==> config.mk <==
export PLATFORM = sky130hd
export DESIGN_NAME = sb_byte_xform
export DESIGN_NICKNAME = d
export VERILOG_FILES = /design/src/rtl/sb_xform_pkg.sv /design/src/rtl/sb_xform_fifo.sv /design/src/rtl/sb_byte_xform.sv
export SDC_FILE = /design/constraint.sdc
export NUM_CORES = 2
export LEC_CHECK = 0
export BUFFER_PORTS_ARGS = -buffer_cell sky130_fd_sc_hd__buf_2
export CORE_ASPECT_RATIO = 1.4
export CORE_UTILIZATION = 40
export CTS_BUF_LIST = sky130_fd_sc_hd__clkbuf_4 sky130_fd_sc_hd__clkbuf_8
export DETAILED_ROUTE_END_ITERATION = 8
export PLACE_DENSITY = 0.65
export SYNTH_ARGS = -nofsm -noshare
export SYNTH_HDL_FRONTEND = slang
export SYNTH_SLANG_ARGS = --single-unit
==> constraint.sdc <==
create_clock -name clk -period 14.6 [get_ports clk]
set_clock_uncertainty 0.2 [all_clocks]
set_input_delay 2.19 -clock clk [delete_from_list [all_inputs] [get_ports clk]]
set_output_delay 2.19 -clock clk [all_outputs]
set_load 0.005 [all_outputs]
==> src/rtl/sb_xform_pkg.sv <==
// Shared constants and the per-byte operation
// encoding for the byte transform stream block.
package sb_xform_pkg;

  localparam int DEST_W = 32;

  typedef enum logic [1:0] {
    MODE_PASS = 2'd0,
    MODE_ADD  = 2'd1,
    MODE_XOR  = 2'd2,
    MODE_SUB  = 2'd3
  } mode_e;

endpackage

==> src/rtl/sb_xform_fifo.sv <==
// Synchronous FIFO of DEPTH words of W bits.
// Ports: push/wdata in, pop/rdata out, full/empty status.
module sb_xform_fifo #(
  parameter int W     = 8,
  parameter int DEPTH = 4
) (
  input  logic         clk,
  input  logic         nreset,
  input  logic         push,
  input  logic [W-1:0] wdata,
  input  logic         pop,
  output logic [W-1:0] rdata,
  output logic         full,
  output logic         empty
);

  localparam int AW = (DEPTH > 1) ? $clog2(DEPTH) : 1;
  localparam logic [AW:0] FULL_CNT = (AW+1)'(DEPTH);

  logic [W-1:0]  mem [DEPTH];
  logic [AW-1:0] wr_ptr;
  logic [AW-1:0] rd_ptr;
  logic [AW:0]   count;

  // Pointers are exactly AW bits wide, so
  // they wrap modulo DEPTH on their own.
  always_ff @(posedge clk) begin
    if (!nreset) begin
      wr_ptr <= '0;
      rd_ptr <= '0;
      count  <= '0;
    end else begin
      if (push) wr_ptr <= wr_ptr + 1'b1;
      if (pop)  rd_ptr <= rd_ptr + 1'b1;
      unique case ({push, pop})
        2'b10:   count <= count + 1'b1;
        2'b01:   count <= count - 1'b1;
        default: count <= count;
      endcase
    end
  end

  always_ff @(posedge clk) begin
    if (push) mem[wr_ptr] <= wdata;
  end

  assign rdata = mem[rd_ptr];
  assign full  = (count == FULL_CNT);
  assign empty = (count == '0);

endmodule

==> src/rtl/sb_byte_xform.sv <==
// Per-byte pass/add/xor/sub stream transform with FIFO.
// Ports: in_* / out_* valid-ready beats, mode, operand, done, pkt_count.
module sb_byte_xform
  import sb_xform_pkg::*;
#(
  parameter int DW    = 256,
  parameter int DEPTH = 4
) (
  input  logic              clk,
  input  logic              nreset,
  input  logic [1:0]        mode,
  input  logic [7:0]        operand,
  input  logic [DW-1:0]     in_data,
  input  logic [DEST_W-1:0] in_dest,
  input  logic              in_last,
  input  logic              in_valid,
  output logic              in_ready,
  output logic [DW-1:0]     out_data,
  output logic [DEST_W-1:0] out_dest,
  output logic              out_last,
  output logic              out_valid,
  input  logic              out_ready,
  output logic              done,
  output logic [31:0]       pkt_count
);

  localparam int NB = DW / 8;
  localparam int FW = DW + DEST_W + 1;

  logic          accept;
  logic          pop;
  logic          full;
  logic          empty;
  logic [DW-1:0] xdata;
  logic [FW-1:0] wdata;
  logic [FW-1:0] rdata;

  function automatic logic [7:0] xbyte(
    input logic [7:0] b,
    input mode_e      m,
    input logic [7:0] op
  );
    logic [7:0] r;
    r = b;
    unique case (m)
      MODE_PASS: r = b;
      MODE_ADD:  r = b + op;
      MODE_XOR:  r = b ^ op;
      MODE_SUB:  r = b - op;
      default:   r = b;
    endcase
    return r;
  endfunction

  // Each byte is computed in its own 8-bit lane,
  // so carries and borrows stay inside the byte.
  always_comb begin
    xdata = '0;
    for (int i = 0; i < NB; i++) begin
      xdata[i*8 +: 8] = xbyte(in_data[i*8 +: 8],
                              mode_e'(mode), operand);
    end
  end

  assign in_ready  = nreset && !full;
  assign accept    = in_valid && in_ready;
  assign out_valid = !empty;
  assign pop       = out_valid && out_ready;
  assign wdata     = {xdata, in_dest, in_last};

  sb_xform_fifo #(
    .W     (FW),
    .DEPTH (DEPTH)
  ) u_fifo (
    .clk   (clk),
    .nreset(nreset),
    .push  (accept),
    .wdata (wdata),
    .pop   (pop),
    .rdata (rdata),
    .full  (full),
    .empty (empty)
  );

  // Payload is zeroed whenever nothing valid is
  // presented, which also covers reset.
  always_comb begin
    out_data = '0;
    out_dest = '0;
    out_last = 1'b0;
    if (nreset && out_valid) begin
      {out_data, out_dest, out_last} = rdata;
    end
  end

  // Terminate detection looks at the raw beat,
  // before the transform is applied.
  always_ff @(posedge clk) begin
    if (!nreset) begin
      done      <= 1'b0;
      pkt_count <= '0;
    end else if (accept) begin
      if (&in_data) done <= 1'b1;
      if (in_last)  pkt_count <= pkt_count + 32'd1;
    end
  end

endmodule

==> impl_metrics.tcl <==
set metrics [dict create \
    grt_max_degree 187 \
    holdBufCountCts 0 \
    core.rowCount 168 \
    worstMarginPinSlew_ps 1250 \
    nFillCells 13188 \
    antenna_found_initial 99 \
    layout-drive-gt1-share_pct 27.0 \
    numClockSinks 1198 \
    clk_latency_ps 930 \
    dpl_worst_slack_ps 7080 \
    cts_root_buf "clkbuf_8" \
    crit_type "flop to output port" \
    path_clk_slew_ps 60 \
    drv_slew 0 \
    grt_pass1_wl_um 289000 \
    maxCapViolCount 0 \
    p_leak_nw 25.0 \
    fin_tns_setup_ps 0 \
    die_w_um 330 \
    p_int_mw 6.74 \
    syn-num-nets 4693 \
    die-area_um2 152000 \
    pwr-share-clk_pct 28.1 \
    synth_area_um2 60100 \
    hold_path_class "flop to flop" \
    io_buffer_count 626 \
    yosys_warnings 0 \
    initial_utilization_pct 40.2 \
    min_period_over_period_pct 50.2 \
    max_clock_freq_mhz 136 \
    cp-end-kind "output port" \
    fin_area_um2 68900 \
    ir_worst_vdd_uv 115 \
    routed_wl_um 209000 \
    top_level_ports 627 \
    p_sw_share_pct 31.5 \
    first_iter_violations 4594 \
    htree_levels 4 \
    layout_commonest_cell "edfxtp_1" \
    p_sw_mw 3.10 \
    dp_cells 6569 \
    die_h_um 461 \
    synth.avg_cell_area_um2 14.3 \
    place_congestion 0.911 \
    cp-start-kind "flop" \
    antenna_left 0 \
    utilization_pct 46.1 \
    final_nets 5284 \
    vias_per_cell 5.93 \
    cts_made_buffers 186 \
    setup_viol 0 \
    track_usage_pct 27.1 \
    arrival_ps 4940 \
    required_ps 12210 \
    hold_slack_ps 297 \
    area_delta_synth_final_pct 14.6 \
    p_per_area_nw_per_um2 143 \
    clockBufferDepth 3 \
    finalCriticalPeriod_ps 7330 \
    hold_viol_final 0 \
    drcViolationCount 0 \
    total_power_mw 9.84 \
    routedWlPerCell_um 30.0 \
    synth_cell_types 80 \
    status "finished, final reports clean" \
    grt-ovfl-total 0 \
    synth-main-ff-cell "edfxtp_1" \
    dpl.hpwl_um 145000 \
    ys_ff_latch 1198 \
    mostFrequentLayoutCells "edfxtp_1, buf_2, xnor2_1, and3_1, mux4_2" \
    vias 41195 \
    fp.coreArea_um2 149000 \
    stdcell_count 6947 \
    postLayoutSetupSlackWorst_ps 7270 \
    cts_setup_buffers 0 \
    cp_max_fo 73 \
    synthesis.instances 4211 \
    synth_edf_count 1156 \
    place_area_um2 65200 \
    rsz0062_at_grt "no" \
    firstDrtPassIters 6 \
    seqPwrFrac_pct 42.2 \
    async_reset_ff_share_pct 0 \
    slew-limit-headroom_pct 16.2 \
    yosysSeqAreaShare_pct 59.1 \
    cts_tree "built" \
    cts_resized 0 \
    grt_pass1_vias 39348 \
    pwr-share-comb_pct 29.7 \
]
## power groups by stage
stage / registers (mW) / clock network (mW) / logic, mW
after floorplan: 4.23 / 0 / 1.89
after global placement: 4.22 / 0 / 2.91
after detailed placement: 4.23 / 0 / 2.94
after CTS: 4.16 / 2.82 / 2.95
after global routing: 4.17 / 2.95 / 3.14
final: 4.15 / 2.77 / 2.92
## routing by layer
metal,up-vias,GRT usage (%),wire length (um)
met5,-,0,547
met2,2426,40.6,91500
met1,20564,35.4,81200
met3,466,9.50,26300
li1,17649,-,-
met4,90,11.7,9140
## sequential cells by signal, indices dropped and copies added (netlist names), named ones only
| signal | count |
|---|---|
| done | 1 |
| pkt_count | 32 |
| u_fifo.count | 3 |
| u_fifo.mem | 1156 |
| u_fifo.rd_ptr | 2 |
| u_fifo.wr_ptr | 2 |
## synth_stat cells (9+ instances only)
cell	count	share of area (%)
inv_1	115	0.72
nor3_1	30	0.25
xor2_1	76	1.1
mux4_2	289	11
a21o_1	35	0.44
xnor2_1	322	4.7
maj3_1	59	0.98
edfxtp_1	1156	58
and3_1	314	3.3
nand3_1	53	0.44
buf_2	32	0.27
a21boi_0	11	0.14
buf_4	15	0.19
a311oi_1	12	0.17
nand2_1	189	1.2
nor4_1	28	0.29
or3_1	11	0.11
nand2b_1	29	0.30
and2_1	66	0.69
a221oi_1	11	0.16
a21oi_1	221	1.8
nor3b_1	13	0.16
o2111ai_1	20	0.29
o32ai_1	9	0.13
fa_1	33	1.1
nand4_1	88	0.92
a211oi_1	13	0.16
nor2_1	177	1.1
a221o_1	25	0.42
mux2_2	12	0.22
a211o_1	13	0.19
mux2i_1	18	0.30
a31oi_1	47	0.49
clkbuf_1	186	1.2
dfxtp_1	42	1.4
buf_1	55	0.34
ha_1	146	3.0
o311ai_0	12	0.17
o21ai_0	116	0.97
## worst max-delay path, cell delays in order (launching register included)
cell	delay [ps]
dfxtp_4	680
buf_4	660
buf_4	910
buf_12	520
mux4_2	590
and3_1	250
buf_2	150
## kinds of logic (layout without fill, tap and decap cells)
| kind of cell | Yosys count | count (layout) | share of synthesized area [%] |
|---|---|---|---|
| other | 0 | 48 | 0 |
| AOI/OAI and AO/OA | 608 | 608 | 6.52 |
| and+or+nand+nor | 1035 | 1035 | 9.19 |
| DFF | 1198 | 1198 | 59.1 |
| buffers and inverters | 406 | 1139 | 2.71 |
| muxes | 322 | 322 | 11.4 |
| adders and majority gates | 243 | 243 | 5.21 |
| xor gates and xnor gates | 399 | 399 | 5.82 |
## cell type report
class / instances / area [um^2] / area share (%)
inverters: 117 / 444 / 0.644
clock inverters: 83 / 572 / 0.830
repair buffers: 692 / 3720 / 5.40
multi-input cells: 2607 / 23000 / 33.4
flip-flops and latches: 1198 / 35600 / 51.6
diodes: 48 / 120 / 0.174
clock buffers: 247 / 3030 / 4.40
well taps: 1955 / 2450 / 3.55
## path summary, 6_finish.rpt
kind | from | endpoint | slack (ps) | cells after the start
max reg2reg | u_fifo.count[0] | u_fifo.mem[3][142] | 10750 | 4
min | pkt_count[31] | pkt_count[31] | 300 | 2
min reg2reg | pkt_count[31] | pkt_count[31] | 300 | 2
max | flop | out_data[153] | 7270 | 6
(Power assumes the default switching activity.)
